File: config.mk
export PLATFORM = sky130hd
export DESIGN_NAME = wave_phase_monitor
export DESIGN_NICKNAME = d
export VERILOG_FILES = /design/src/rtl/wave_phase_monitor.sv
export SDC_FILE = /design/constraint.sdc
export NUM_CORES = 1
export LEC_CHECK = 0
export ABC_AREA = 1
export BUFFER_PORTS_ARGS = -buffer_cell sky130_fd_sc_hd__buf_4
export CAP_MARGIN = 40
export CORE_ASPECT_RATIO = 0.6
export CORE_MARGIN = 2
export CORE_UTILIZATION = 40
export CTS_CLUSTER_SIZE = 25
export DETAILED_ROUTE_END_ITERATION = 6
export HOLD_SLACK_MARGIN = 0.08
export PLACE_DENSITY_LB_ADDON = 0.3
export SLEW_MARGIN = 15
export SYNTH_ARGS = -nofsm -noshare
export SYNTH_HDL_FRONTEND = slang
export SYNTH_SLANG_ARGS = --single-unit
File: constraint.sdc
create_clock -name clk -period 2 [get_ports clk]
set_input_delay 0.2 -clock clk [delete_from_list [all_inputs] [get_ports clk]]
set_output_delay 0.2 -clock clk [all_outputs]
set_load 0.005 [all_outputs]
File: src/rtl/wave_phase_monitor.sv
// wave_phase_monitor: per-phase period/high-time meter and p1->p2->p3 order checker.
// Ports: clk, rst (sync, active-high); p1..p3 phase inputs;
//   period_len/high_len (3*CW, field i at [i*CW +: CW], i=0 is p1);
//   meas_valid[2:0] result strobes; order_err pulse; err_sticky; stall pulse.
// Optional: define WAVE_PHASE_MONITOR_TIMEOUT_EN for the TIMEOUT stall watchdog.
module wave_phase_monitor #(
  parameter int CW      = 16,
  parameter int TIMEOUT = 64
) (
  input  logic            clk,
  input  logic            rst,
  input  logic            p1,
  input  logic            p2,
  input  logic            p3,
  output logic [3*CW-1:0] period_len,
  output logic [3*CW-1:0] high_len,
  output logic [2:0]      meas_valid,
  output logic            order_err,
  output logic            err_sticky,
  output logic            stall
);

  typedef enum logic [1:0] {
    IDLE,
    EXP1,
    EXP2,
    EXP3
  } state_e;

  localparam logic [CW-1:0] SAT = '1;

  logic [2:0]      p;
  logic [2:0]      rise;
  logic [2:0]      prev_q;
  logic [2:0]      armed_q;
  logic [CW-1:0]   per_q [3];
  logic [CW-1:0]   hi_q  [3];
  logic [3*CW-1:0] period_q;
  logic [3*CW-1:0] high_q;
  logic [2:0]      mv_q;

  state_e state_q, state_d;
  logic   order_err_q, order_err_d;
  logic   err_q;
  logic   stall_set;
  logic   multi;
  logic [2:0] exp_m;

  assign p    = {p3, p2, p1};
  assign rise = p & ~prev_q;
  // More than one bit set in rise.
  assign multi = (rise & (rise - 3'd1)) != 3'd0;

  // Counters and measurement capture. The first rise after reset
  // only arms the channel since its counters hold no full period.
  always_ff @(posedge clk) begin
    if (rst) begin
      prev_q   <= '0;
      armed_q  <= '0;
      mv_q     <= '0;
      period_q <= '0;
      high_q   <= '0;
      for (int i = 0; i < 3; i++) begin
        per_q[i] <= '0;
        hi_q[i]  <= '0;
      end
    end else begin
      prev_q <= p;
      mv_q   <= '0;
      for (int i = 0; i < 3; i++) begin
        if (rise[i]) begin
          per_q[i]   <= CW'(1);
          hi_q[i]    <= CW'(1);
          armed_q[i] <= 1'b1;
          if (armed_q[i]) begin
            period_q[i*CW +: CW] <= per_q[i];
            high_q[i*CW +: CW]   <= hi_q[i];
            mv_q[i]              <= 1'b1;
          end
        end else begin
          if (per_q[i] != SAT) begin
            per_q[i] <= per_q[i] + 1'b1;
          end
          if (p[i] && (hi_q[i] != SAT)) begin
            hi_q[i] <= hi_q[i] + 1'b1;
          end
        end
      end
    end
  end

`ifdef WAVE_PHASE_MONITOR_TIMEOUT_EN
  localparam int TW = $clog2(TIMEOUT + 1);
  localparam logic [TW-1:0] TMR_TO = TW'(TIMEOUT);

  logic [TW-1:0] tmr_q, tmr_d;
  logic          stall_q;
`endif

  always_comb begin
    state_d     = state_q;
    order_err_d = 1'b0;
    exp_m       = 3'b000;
`ifdef WAVE_PHASE_MONITOR_TIMEOUT_EN
    stall_set   = 1'b0;
`endif
    unique case (state_q)
      EXP1:    exp_m = 3'b001;
      EXP2:    exp_m = 3'b010;
      EXP3:    exp_m = 3'b100;
      default: exp_m = 3'b000;
    endcase
    if (multi) begin
      order_err_d = 1'b1;
      state_d     = IDLE;
    end else if (|rise) begin
      // A lone rise always resyncs to the phase after it.
      order_err_d = (state_q != IDLE) && (rise != exp_m);
      unique case (1'b1)
        rise[0]: state_d = EXP2;
        rise[1]: state_d = EXP3;
        rise[2]: state_d = EXP1;
        default: state_d = state_q;
      endcase
    end
`ifdef WAVE_PHASE_MONITOR_TIMEOUT_EN
    else if ((state_q != IDLE) && (tmr_q == TMR_TO)) begin
      stall_set = 1'b1;
      state_d   = IDLE;
    end
`endif
  end

`ifdef WAVE_PHASE_MONITOR_TIMEOUT_EN
  always_comb begin
    tmr_d = tmr_q;
    if ((state_q == IDLE) || (|rise) || stall_set) begin
      tmr_d = '0;
    end else if (tmr_q != '1) begin
      tmr_d = tmr_q + 1'b1;
    end
  end

  always_ff @(posedge clk) begin
    if (rst) begin
      tmr_q   <= '0;
      stall_q <= 1'b0;
    end else begin
      tmr_q   <= tmr_d;
      stall_q <= stall_set;
    end
  end

  assign stall = stall_q;
`else
  assign stall_set = 1'b0;
  // Watchdog compiled out: low for every legal TIMEOUT.
  assign stall     = (TIMEOUT < 0);
`endif

  always_ff @(posedge clk) begin
    if (rst) begin
      state_q     <= IDLE;
      order_err_q <= 1'b0;
      err_q       <= 1'b0;
    end else begin
      state_q     <= state_d;
      order_err_q <= order_err_d;
      err_q       <= err_q | order_err_d | stall_set;
    end
  end

  assign period_len = period_q;
  assign high_len   = high_q;
  assign meas_valid = mv_q;
  assign order_err  = order_err_q;
  assign err_sticky = err_q;

endmodule
Word-level counts from Yosys, hierarchy flattened:

Memories as Yosys holds them, arrays and structs flattened.
Index checks and enable logic that the tools add are counted.

* bits in registers: 109
* output and inout bits: 102
* input bits: 5
* memories: 2
* memory bits (writable): 96
* logic and storage cells: 124

* muxes and demuxes: 54
* add/sub/neg operators: 7
* equality and inequality tests: 10
* bitwise gates (word level): 19
* reductions and logical operators: 16

Memories
* hi_q: depth 3, bits a word 16, read ports 3, clocked after Yosys merged registers in 0, write ports 3, line 37 `logic [CW-1:0] hi_q [3];`
* per_q: depth 3, bits a word 16, read ports 3, clocked after Yosys merged registers in 0, write ports 3, line 36 `logic [CW-1:0] per_q [3];`

Operators with widths (count)
* 2-to-1 mux 16 bit: 12
* adder 16 x 1 -> 16 bit, second input constant: 6
* != test 16 bit, second input constant: 6
* 2-to-1 mux 1 bit: 40
* bitwise OR 1 bit: 13
* case mux 3 bit (3 select lines): 1
* AND reduction 2 bit: 4
* OR reduction 2 bit: 4
* AND 3 bit: 2
* case mux 2 bit (3 select lines): 1
* nonzero test 3 bit: 2
* == test 2 bit, second input constant: 2
* logical AND 1 bit: 4
* != test 3 bit: 1
* NOT 1 bit: 3
* NOT 3 bit: 1
* OR reduction 3 bit: 1
* subtractor 3 x 1 -> 3 bit, second input constant: 1
* == test 2 x 1 -> 1 bit, second input constant: 1
* nonzero test 2 bit: 1

Depth between registers and ports, before layout:

Gate-level depths: netlist of run 1.
An unclocked memory read counts as a cell.

* word-level depth: 8
* depth in mapped cells: 11
* depth with buffers taken out: 11

Least setup slack after synthesis of run 1:

No wires, ideal clock.

* path type: register -> register
* start: mem hi_q[2][0]
* end: mem hi_q[2][0] (enable)
* clock period less this slack: 1.974 ns
* setup time: 0.362 ns
* path buffers: 1
* stages on the path, launching flop included: 10
* arrival time: 1.612 ns
* path slack: 0.026 ns
* cells stage by stage: edfxtp_1 ha_1 nand2_1 nor2_2 nand2_2 nor2_4 nand4_2 nand2_4 buf_4 nand2_1

RTL lines (line)
* start: declaration: 37

==> impl_metrics.py, run 1 <==
metrics = {
    "run_status": {
        "status": "finished clean",
    },
    "placement": {
        "routabilityCongestion": 0.9033,
        "post-place-ws_ps": 93.63,
        "io_buffer_count": 105,
        "dp_hpwl_um": 15850,
    },
    "power_and_ir_drop": {
        "p_leak_nw": 4.411,
        "p_total_mw": 9.118,
        "ir_drop_uv": 468.1,
        "p_per_area_nw_per_um2": 802.0,
    },
    "yosys": {
        "synth_cell_types": 46,
        "synth_edf_count": 96,
        "async_reset_ff_share_pct": 0,
        "synthCells": 1088,
        "synth.cell_area_um2": 9400,
        "synth_area_leader_cell": "edfxtp_1",
        "syn_area_per_cell_um2": 8.640,
        "syn_nets": 1099,
        "yosysTopAreaCellShare_pct": 30.67,
        "seq_area_frac_synth_pct": 53.88,
        "ys_ff_latch": 205,
        "yosys_warnings": 0,
        "yosys-top-cells-area": "edfxtp_1 31%, dfxtp_1 23%, nand2_1 8.9%, nand3_1 6.9%, a21oi_1 6.7%",
        "ys.flop_type": "dfxtp_1",
    },
    "clocking": {
        "cts_tree": "done",
        "root_buffer": "clkbuf_16",
        "clkSlewWorstSetupHoldPaths_ps": 60,
        "cts_sinks": 205,
        "clkLatencyLatePin_ps": 500,
        "h-tree-depth": 1,
        "clockBufferDepth": 3,
        "numCtsBuffers": 21,
    },
    "finish": {
        "num-fill-cells": 2218,
        "final_cell_mix": "224 x nand2_1, 149 x buf_4, 128 x nand3_1, 125 x a21oi_1, 109 x dfxtp_1",
        "drive_gt1_share_pct": 19.12,
        "num-nets-final": 1226,
        "syn_to_final_growth_pct": 20.95,
        "seq_area_um2": 5065,
        "final_common_cell": "nand2_1",
        "n_antenna_cell": 0,
        "multi_input_area_um2": 3775,
    },
    "detailed_routing": {
        "route.detailed.wl_per_inst_um": 14.65,
        "drt_wl_total_um": 22610,
        "drc": 0,
        "routed-via-count": 7728,
        "dr.pass1.iters": 5,
        "ant_nets": 0,
        "avgViaCountPerCell": 5.005,
        "drt_iter0_drc": 537,
    },
    "global_route": {
        "grt_max_degree": 58,
        "grt_pass1_wl_um": 36410,
        "grt_pass1_vias": 6880,
        "antenna_found_initial": 0,
        "gr-total-overflow": 0,
        "grtUsageTotal_pct": 18.06,
    },
    "timing": {
        "finalCritPeriodShare_pct": 92.60,
        "finClkSkew_ps": 15.03,
        "drv_slew": 0,
        "max_freq_mhz": 540.0,
        "setup_viol": 0,
        "setup_ws_ps": 148.0,
        "period_minus_slack_ps": 1852,
        "tns_ps": 0,
        "slew_headroom_pct": 58.37,
        "hold_viol_final": 0,
        "worst_slew_pin_slew_ps": 624.4,
    },
    "run": {
        "max_cap_viol_count": 0,
    },
    "die": {
        "initial_core_util_pct": 40.73,
        "io_pins": 107,
        "die_y_um": 122.7,
        "die-area_um2": 24780,
        "core_um2": 23080,
        "die_x_um": 201.9,
        "rows": 43,
    },
    "min_path": {
        "holdCritPathClass": "flop to flop",
    },
    "worst_setup_path": {
        "crit_type": "flop to flop",
        "crit_fanout": 16,
        "end_kind": "flop",
        "required_ps": 2250,
        "critPathLaunchType": "flop",
        "crit_arrival_ps": 2100,
    },
}
-- area by class of cell --
type                            count  area share, %
Sequential cell                   205          44.55
Tap cell                          315          3.466
Timing Repair Buffer              157          10.64
Clock buffer                       32          4.985
Inverter                           90          2.971
Clock inverter                      5         0.1871
Multi-Input combinational cell    740          33.20
-- layer usage --
layer	vias to the layer above	global-route usage, %	part of all wire [%]
li1	3909	-	-
met1	3559	29.60	54
met2	237	24.05	39
met3	23	3.452	5.8
met4	0	3.263	1.4
met5	-	0	0
-- registers in the layout, summed over array words and instances, names as in the netlist, 2 cells and up --
name	cells
armed_q	3
state_q	2
high_len	48
prev_q	3
period_len	48
hi_q	48
per_q	48
meas_valid	3
-- cell families (layout without fill, tap and decap cells) --
family,count (synthesis),count (layout),share of synthesized area (%)
buf+inv,143,284,6.109
simple gates,553,553,28.01
flops,205,205,53.88
fa+ha+maj,6,6,0.7986
compound gates,152,152,8.558
other cells,1,1,0.03989
xor+xnor,28,28,2.609
-- report_power, final --
| group | leakage (nW) | internal (mW) | switching, mW | total (mW) |
|---|---|---|---|---|
| Combinational | 2.20 | 0.302 | 0.489 | 0.791 |
| Sequential | 1.93 | 4.62 | 0.208 | 4.83 |
| Clock | 0.284 | 1.95 | 1.55 | 3.50 |
-- cell usage after synthesis, types with 2 or more instances --
cell type    n
a21o_1       2
a21oi_1    125
a31oi_1      2
buf_1        5
buf_2        3
buf_4        5
buf_6        2
clkbuf_1    38
dfxtp_1    109
edfxtp_1    96
ha_1         6
inv_1       84
inv_2        6
nand2_1    224
nand2_2      6
nand2_4      3
nand3_1    129
nand3_2      7
nand3b_1     2
nand4_1     17
nand4_2      3
nor2_1      91
nor2_2      11
nor2_4       8
nor3_1      20
nor3_2       2
nor3b_1     13
nor4_1       5
o21a_1       2
o21ai_0     12
o21ai_2      2
o21bai_1     2
or2_0        2
or2_2        6
xnor2_1      8
xor2_1      20
-- critical path, cell delays in order (launching register included) --
cell	delay [ps]
edfxtp_1	400
ha_1	190
nand2_1	80
nor2_2	150
nand2_2	110
nor2_4	150
nand4_2	120
nand2_4	140
nand2_1	90
buf_12	170
-- through the flow --
stage / util [%] / cells / instance area [um2] / hold WS (ps)
2_1_floorplan: - / 1088 / 9400 / 318.5
4_1_cts: 48.99 / 1538 / 11310 / 462.0
5_1_grt: 49.26 / 1544 / 11370 / 479.8
6_report: 49.26 / 1544 / 11370 / 460.6
3_3_place_gp: 46.18 / 1495 / 10660 / 448.2
3_5_place_dp: 46.18 / 1495 / 10660 / 453.5
-- repair_timing --
action	4_1_cts	5_1_grt
endpoints found under the setup margin	0	42
hold buffers	6	0
endpoints found under the hold margin	6	0
resized for setup	0	4
setup buffers	0	6
-- worst paths after layout --
path,from,end,slack [ps],depth (start not counted)
setup / recovery,hi_q[2][0]$_DFFE_PP_,hi_q[2][10]$_SDFFCE_PN0P_,150,9
hold reg to reg,period_len[23]$_SDFFE_PP0P_,period_len[23]$_SDFFE_PP0P_,460,2
hold / removal,period_len[23]$_SDFFE_PP0P_,period_len[23]$_SDFFE_PP0P_,460,2
setup reg to reg,hi_q[2][0]$_DFFE_PP_,hi_q[2][10]$_SDFFCE_PN0P_,150,9
Note: power is estimated with default switching activity, not from simulation.
==> run 2: changes to the inputs <==
- CTS_BUF_LIST: default -> sky130_fd_sc_hd__clkbuf_4 sky130_fd_sc_hd__clkbuf_8
==> run 2 against run 1 <==
Clock-buffer cell count increased by 25. Total power increased by 4.9%. Via count increased by 1.2%. Routed wire length increased by 1.7%. Fmax decreased by 1.9%. Global-route usage increased by 0.45 points. Clock skew increased by 9.9 ps. Setup slack got worse by 36 ps. Largest power group unchanged. Highest routed layer unchanged.
==> impl_metrics.py, run 2 (synthesis gave the netlist of run 1 again) <==
metrics = {
    "run_status": {
        "status": "finished clean",
    },
    "placement": {
        "dp_hpwl_um": 15850,
        "io_buffer_count": 105,
        "routabilityCongestion": 0.9033,
    },
    "power_and_ir_drop": {
        "p_total_mw": 9.561,
        "p_per_area_nw_per_um2": 830.0,
        "p_leak_nw": 4.523,
        "ir_drop_uv": 486.6,
    },
    "worst_setup_path": {
        "required_ps": 2270,
        "crit_type": "flop to flop",
        "end_kind": "flop",
        "crit_arrival_ps": 2160,
        "crit_fanout": 16,
        "critPathLaunchType": "flop",
    },
    "die": {
        "io_pins": 107,
        "die_y_um": 122.7,
        "core_um2": 23080,
        "initial_core_util_pct": 40.73,
        "rows": 43,
        "die_x_um": 201.9,
        "die-area_um2": 24780,
    },
    "clocking": {
        "h-tree-depth": 2,
        "clkSlewWorstSetupHoldPaths_ps": 70,
        "numCtsBuffers": 34,
        "cts_tree": "done",
        "clkLatencyLatePin_ps": 540,
        "cts_sinks": 205,
        "root_buffer": "clkbuf_8",
        "clockBufferDepth": 3,
    },
    "finish": {
        "num-nets-final": 1242,
        "drive_gt1_share_pct": 21.91,
        "syn_to_final_growth_pct": 22.53,
        "n_antenna_cell": 0,
        "final_cell_mix": "224 x nand2_1, 152 x buf_4, 128 x nand3_1, 125 x a21oi_1, 109 x dfxtp_1",
        "num-fill-cells": 2196,
        "final_common_cell": "nand2_1",
    },
    "global_route": {
        "grt_pass1_vias": 7050,
        "grtUsageTotal_pct": 18.51,
        "grt_pass1_wl_um": 36870,
        "antenna_found_initial": 0,
        "gr-total-overflow": 0,
        "grt_max_degree": 58,
    },
    "timing": {
        "max_freq_mhz": 529.8,
        "finClkSkew_ps": 24.90,
        "hold_viol_final": 0,
        "finalCritPeriodShare_pct": 94.37,
        "worst_slew_pin_slew_ps": 628.2,
        "slew_headroom_pct": 57.74,
        "period_minus_slack_ps": 1887,
        "setup_viol": 0,
        "tns_ps": 0,
        "drv_slew": 0,
    },
    "min_path": {
        "holdCritPathClass": "flop to flop",
    },
    "detailed_routing": {
        "drt_iter0_drc": 695,
        "drc": 0,
        "avgViaCountPerCell": 4.980,
        "ant_nets": 0,
        "dr.pass1.iters": 5,
        "drt_wl_total_um": 23010,
        "routed-via-count": 7819,
        "route.detailed.wl_per_inst_um": 14.65,
    },
    "run": {
        "max_cap_viol_count": 0,
    },
}
## run 2: cell types whose count changed in the layout (fill, tap and decap cells not counted), sizes merged
cell	previous run	this run
buf	151	154
bufinv	0	1
clkbuf	32	57
clkinv	5	1
clkinvlp	0	1
## run 2: layout make-up
cell class                 instances  area (um2)  share of cell area, %
sequential                       205        5065                  43.97
multi-input combinational        740        3775                  32.77
timing repair buffer             160        1232                  10.70
clock buffer                      57       671.9                  5.833
tap                              315       394.1                  3.422
inverter                          90       337.8                  2.933
clock inverter                     3       42.54                 0.3693
## run 2: where the power goes
| group | internal (mW) | leakage, nW | switching (mW) |
|---|---|---|---|
| sequential | 4.62 | 1.93 | 0.206 |
| clock | 2.24 | 0.381 | 1.69 |
| combinational | 0.309 | 2.21 | 0.492 |
| total | 7.17 | 4.52 | 2.39 |
## run 2: final timing paths
| path | from | end | slack, ps | depth (start not counted) |
|---|---|---|---|---|
| worst min register to register | high_len[3]$_SDFFE_PP0P_ | high_len[3]$_SDFFE_PP0P_ | 460 | 2 |
| worst max register to register | hi_q[2][0]$_DFFE_PP_ | hi_q[2][10]$_SDFFCE_PN0P_ | 110 | 9 |
| worst min-delay path | high_len[3]$_SDFFE_PP0P_ | high_len[3]$_SDFFE_PP0P_ | 460 | 2 |
| worst max-delay path | hi_q[2][0]$_DFFE_PP_ | hi_q[2][10]$_SDFFCE_PN0P_ | 110 | 9 |
## run 2: worst max-delay path: stages, from the launching register on
cell and delay (ps):
edfxtp_1 400, ha_1 190, nand2_1 90, nor2_2 150, nand2_2 110, nor2_4 150
nand4_2 120, nand2_4 140, nand2_1 90, buf_12 170
## run 2: repair_timing
item,4_1_cts,5_1_grt
buffers inserted,0,9
endpoints found under the hold margin,8,0
resized for setup,0,4
setup endpoints to repair,0,39
hold buffers,6,0
## run 2: per-layer routing
layer | up-vias | GRT usage (%) | wire length, um
met3 | 33 | 4.302 | 1521
met1 | 3584 | 29.61 | 12400
met5 | - | 0 | 0
met4 | 0 | 5.239 | 352
li1 | 3944 | - | -
met2 | 258 | 24.08 | 8731
## run 2: stage by stage
step	area (um2)	hold slack (ps)	setup WS [ps]	utilization, %	std cells
global placement	10660	448.2	123.1	46.18	1495
floorplan	9400	318.5	26.15	-	1088
CTS	11430	461.4	67.49	49.54	1561
global route	11520	480.3	-11.83	49.91	1570
finish	11520	460.2	112.5	49.91	1570
detailed placement	10660	453.5	93.63	46.18	1495
==> run 3: changes to the inputs <==
- ABC_AREA: 1 -> default
- CORE_ASPECT_RATIO: 0.6 -> 1.25
==> run 3 against run 2 <==
Area after synthesis decreased by 6.9%. Register-to-register slack barely moved. Fmax down 0.23%. Clock-buffer cell count fell by 2. Total power down 0.98%. Hold slack got worse by 7.9 ps. Routed wire length is 18% lower. Setup slack got worse by 4.4 ps. Clock skew shrank 8.3 ps. Critical path type unchanged. Largest power group unchanged. Highest routed layer unchanged.
==> impl_metrics.py, run 3 <==
metrics = {
    "min_path": {
        "hp-start": "period_len[15]$_SDFFE_PP0P_",
        "min_to": "period_len[15]$_SDFFE_PP0P_",
        "holdCritPathClass": "flop to flop",
        "hold_depth": 2,
    },
    "timing": {
        "fin_hold_ws_ps": 452.3,
        "drv_slew": 0,
        "finClkSkew_ps": 16.59,
        "max_freq_mhz": 528.6,
        "setup_viol": 0,
        "period_minus_slack_ps": 1892,
        "tns_ps": 0,
        "rsz0062_at_grt": "true",
        "finalCritPeriodShare_pct": 94.59,
        "hold_viol_final": 0,
    },
    "worst_setup_path": {
        "reg2reg_setup_slack_ps": 110,
        "required_ps": 2270,
        "crit_type": "flop to flop",
        "max_stage_delay_ps": 390,
        "r2r_end": "per_q[0][1]$_SDFFCE_PN0P_",
        "r2r-start": "per_q[0][1]$_SDFFCE_PN0P_",
        "crit_buf_inv": 2,
        "crit_arrival_ps": 2160,
        "crit_fanout": 15,
        "slowest_stage": "edfxtp_1",
        "rr_worst_depth": 7,
        "critPathLaunchType": "flop",
        "end_kind": "flop",
        "worstPathCellList": "ha_1 > nand3_1 > nor2_4 > a41o_2 > buf_4 > inv_1 > and2_1",
        "crit_family": "simple AND/OR/NAND/NOR gates",
    },
    "run_status": {
        "status": "finished clean",
    },
    "finish": {
        "seq_area_um2": 5065,
        "final_area_um2": 10920,
        "syn_to_final_growth_pct": 24.75,
        "final_cell_mix": "229 x nand2_1, 152 x buf_4, 116 x nor2_1, 109 x dfxtp_1, 103 x a21oi_1",
        "final_common_cell": "nand2_1",
        "num-fill-cells": 2114,
        "drive_gt1_share_pct": 21.49,
        "multi_input_area_um2": 3468,
        "final_cell_count_no_fill": 1382,
        "n_antenna_cell": 0,
        "num-nets-final": 1088,
    },
    "clocking": {
        "numCtsBuffers": 34,
        "h-tree-depth": 2,
        "post_cts_buffers": 0,
        "clockBufferDepth": 3,
        "clkLatencyLatePin_ps": 510,
        "cts_tree": "done",
        "cts_sinks": 205,
        "clkSlewWorstSetupHoldPaths_ps": 60,
        "root_buffer": "clkbuf_8",
    },
    "yosys": {
        "ys_ff_latch": 205,
        "yosys-top-cells-area": "edfxtp_1 33%, dfxtp_1 25%, nand2_1 10%, a21oi_1 5.9%, xor2_1 5.1%",
        "synth_edf_count": 96,
        "seq_area_frac_synth_pct": 57.88,
        "syn_area_per_cell_um2": 9.471,
        "yosysTopAreaCellShare_pct": 32.94,
        "synth_area_leader_cell": "edfxtp_1",
        "async_reset_ff_share_pct": 0,
        "synth_most_common_cell": "nand2_1",
        "yosys_warnings": 0,
        "synth.cell_area_um2": 8751,
        "synthCells": 924,
        "ys.flop_type": "dfxtp_1",
        "syn_nets": 935,
        "synth_cell_types": 41,
        "synth_common_cells": "235 x nand2_1, 117 x nor2_1, 109 x dfxtp_1, 103 x a21oi_1, 96 x edfxtp_1",
    },
    "detailed_routing": {
        "dr.pass1.iters": 4,
        "drc": 0,
        "drt_iter0_drc": 412,
        "route.detailed.wl_per_inst_um": 13.64,
        "ant_nets": 0,
        "avgViaCountPerCell": 4.851,
        "drt_wl_total_um": 18860,
        "routed-via-count": 6704,
    },
    "placement": {
        "io_buffer_count": 105,
        "routabilityCongestion": 0.7840,
        "placed_cells": 1314,
        "dp_hpwl_um": 12980,
        "place_area_um2": 10100,
    },
    "power_and_ir_drop": {
        "power.switching_mw": 2.218,
        "p_clk_share_pct": 41.3,
        "internal-power_mw": 7.249,
        "ir_drop_uv": 402.7,
        "p_leak_nw": 4.166,
        "p_seq_share_pct": 51.2,
        "p_sw_share_pct": 23.43,
        "combPwrFrac_pct": 7.6,
        "p_per_area_nw_per_um2": 867.2,
    },
    "die": {
        "die_y_um": 169.4,
        "die_x_um": 136.3,
        "die-area_um2": 23080,
        "core_um2": 21470,
        "initial_core_util_pct": 40.76,
        "rows": 60,
        "io_pins": 107,
    },
    "run": {
        "max_cap_viol_count": 0,
    },
    "global_route": {
        "grtUsageTotal_pct": 16.77,
        "grt_pass1_vias": 6628,
        "antenna_found_initial": 0,
        "gr-total-overflow": 0,
        "grt_max_degree": 36,
        "grt_pass1_wl_um": 31360,
    },
}
run 3: cell count changes in the layout (fill, tap and decap cells not counted), moves of 10 or more:
cell | before | now
a21oi_1 | 125 | 103
xor2_1 | 20 | 51
o21ai_0 | 12 | 2
xnor2_1 | 8 | 32
nor3b_1 | 13 | 1
inv_1 | 84 | 14
nor2_2 | 10 | 0
and3_1 | 1 | 14
nor3_1 | 20 | 7
nor2_1 | 91 | 116
nand3_1 | 128 | 33
run 3: worst min-delay path: cells and delay by family (launching register included):
family / cells / cell delay, ps
AOI/OAI and AO/OA: 1 / 50
DFF: 1 / 310
and+or+nand+nor: 1 / 50
run 3: final cells by class:
| type | count | area share, % |
|---|---|---|
| Clock buffer | 55 | 6.246 |
| Clock inverter | 7 | 0.5387 |
| Inverter | 14 | 0.4814 |
| Multi-Input combinational cell | 662 | 31.77 |
| Sequential cell | 205 | 46.40 |
| Tap cell | 279 | 3.198 |
| Timing Repair Buffer | 160 | 11.37 |
run 3: cell families after synthesis:
| logic type | share of synthesized area (%) |
|---|---|
| DFF | 57.88 |
| other | 0.04285 |
| muxes | 0.2288 |
| and+or+nand+nor | 22.76 |
| adders and majority gates | 0.8579 |
| AOI/OAI and AO/OA | 7.063 |
| buffers and inverters | 2.859 |
| xor gates and xnor gates | 8.307 |
run 3: power by group through the flow:
| stage | clock, mW | combinational [mW] | sequential, mW |
|---|---|---|---|
| 6_report | 3.91 | 0.716 | 4.84 |
| 5_1_grt | 4.21 | 0.810 | 4.87 |
| 4_1_cts | 4.03 | 0.726 | 4.84 |
| 3_5_place_dp | 0 | 0.712 | 4.93 |
| 3_3_place_gp | 0 | 0.703 | 4.92 |
| 2_1_floorplan | 0 | 0.421 | 4.90 |
run 3: per-layer routing:
| layer | global-route usage [%] | share of wire, % | up-vias |
|---|---|---|---|
| met4 | 6.250 | 2.2 | 0 |
| met2 | 29.06 | 50 | 127 |
| met3 | 3.286 | 4.0 | 36 |
| li1 | - | - | 3408 |
| met1 | 20.55 | 44 | 3133 |
| met5 | 0 | 0 | - |
run 3: worst max path at each step:
stage               slack (ps)                       from                         to  depth (start not counted)
floorplan                   20  per_q[1][0]$_SDFFCE_PN0P_  per_q[1][0]$_SDFFCE_PN0P_                          6
CTS                          4  per_q[0][1]$_SDFFCE_PN0P_  per_q[0][1]$_SDFFCE_PN0P_                          7
global placement           110  per_q[0][1]$_SDFFCE_PN0P_  per_q[0][1]$_SDFFCE_PN0P_                          7
global route                -9  per_q[2][1]$_SDFFCE_PN0P_  per_q[2][8]$_SDFFCE_PN0P_                          6
detailed placement          20  per_q[0][1]$_SDFFCE_PN0P_  per_q[0][1]$_SDFFCE_PN0P_                          7
finish                     110  per_q[0][1]$_SDFFCE_PN0P_  per_q[0][1]$_SDFFCE_PN0P_                          7
run 3: timing repair:
item | in CTS | in global routing
hold endpoints to repair | 5 | 0
resized for setup | 0 | 4
hold buffers | 6 | 0
setup endpoints to repair | 0 | 51
run 3: metrics by stage:
stage	setup WS [ps]	utilization [%]	total power, mW
after floorplan	22.12	-	5.320
after global placement	109.1	47.03	5.624
after detailed placement	23.50	47.03	5.644
after CTS	3.692	50.76	9.597
after global routing	-9.460	50.85	9.896
final	108.1	50.85	9.467
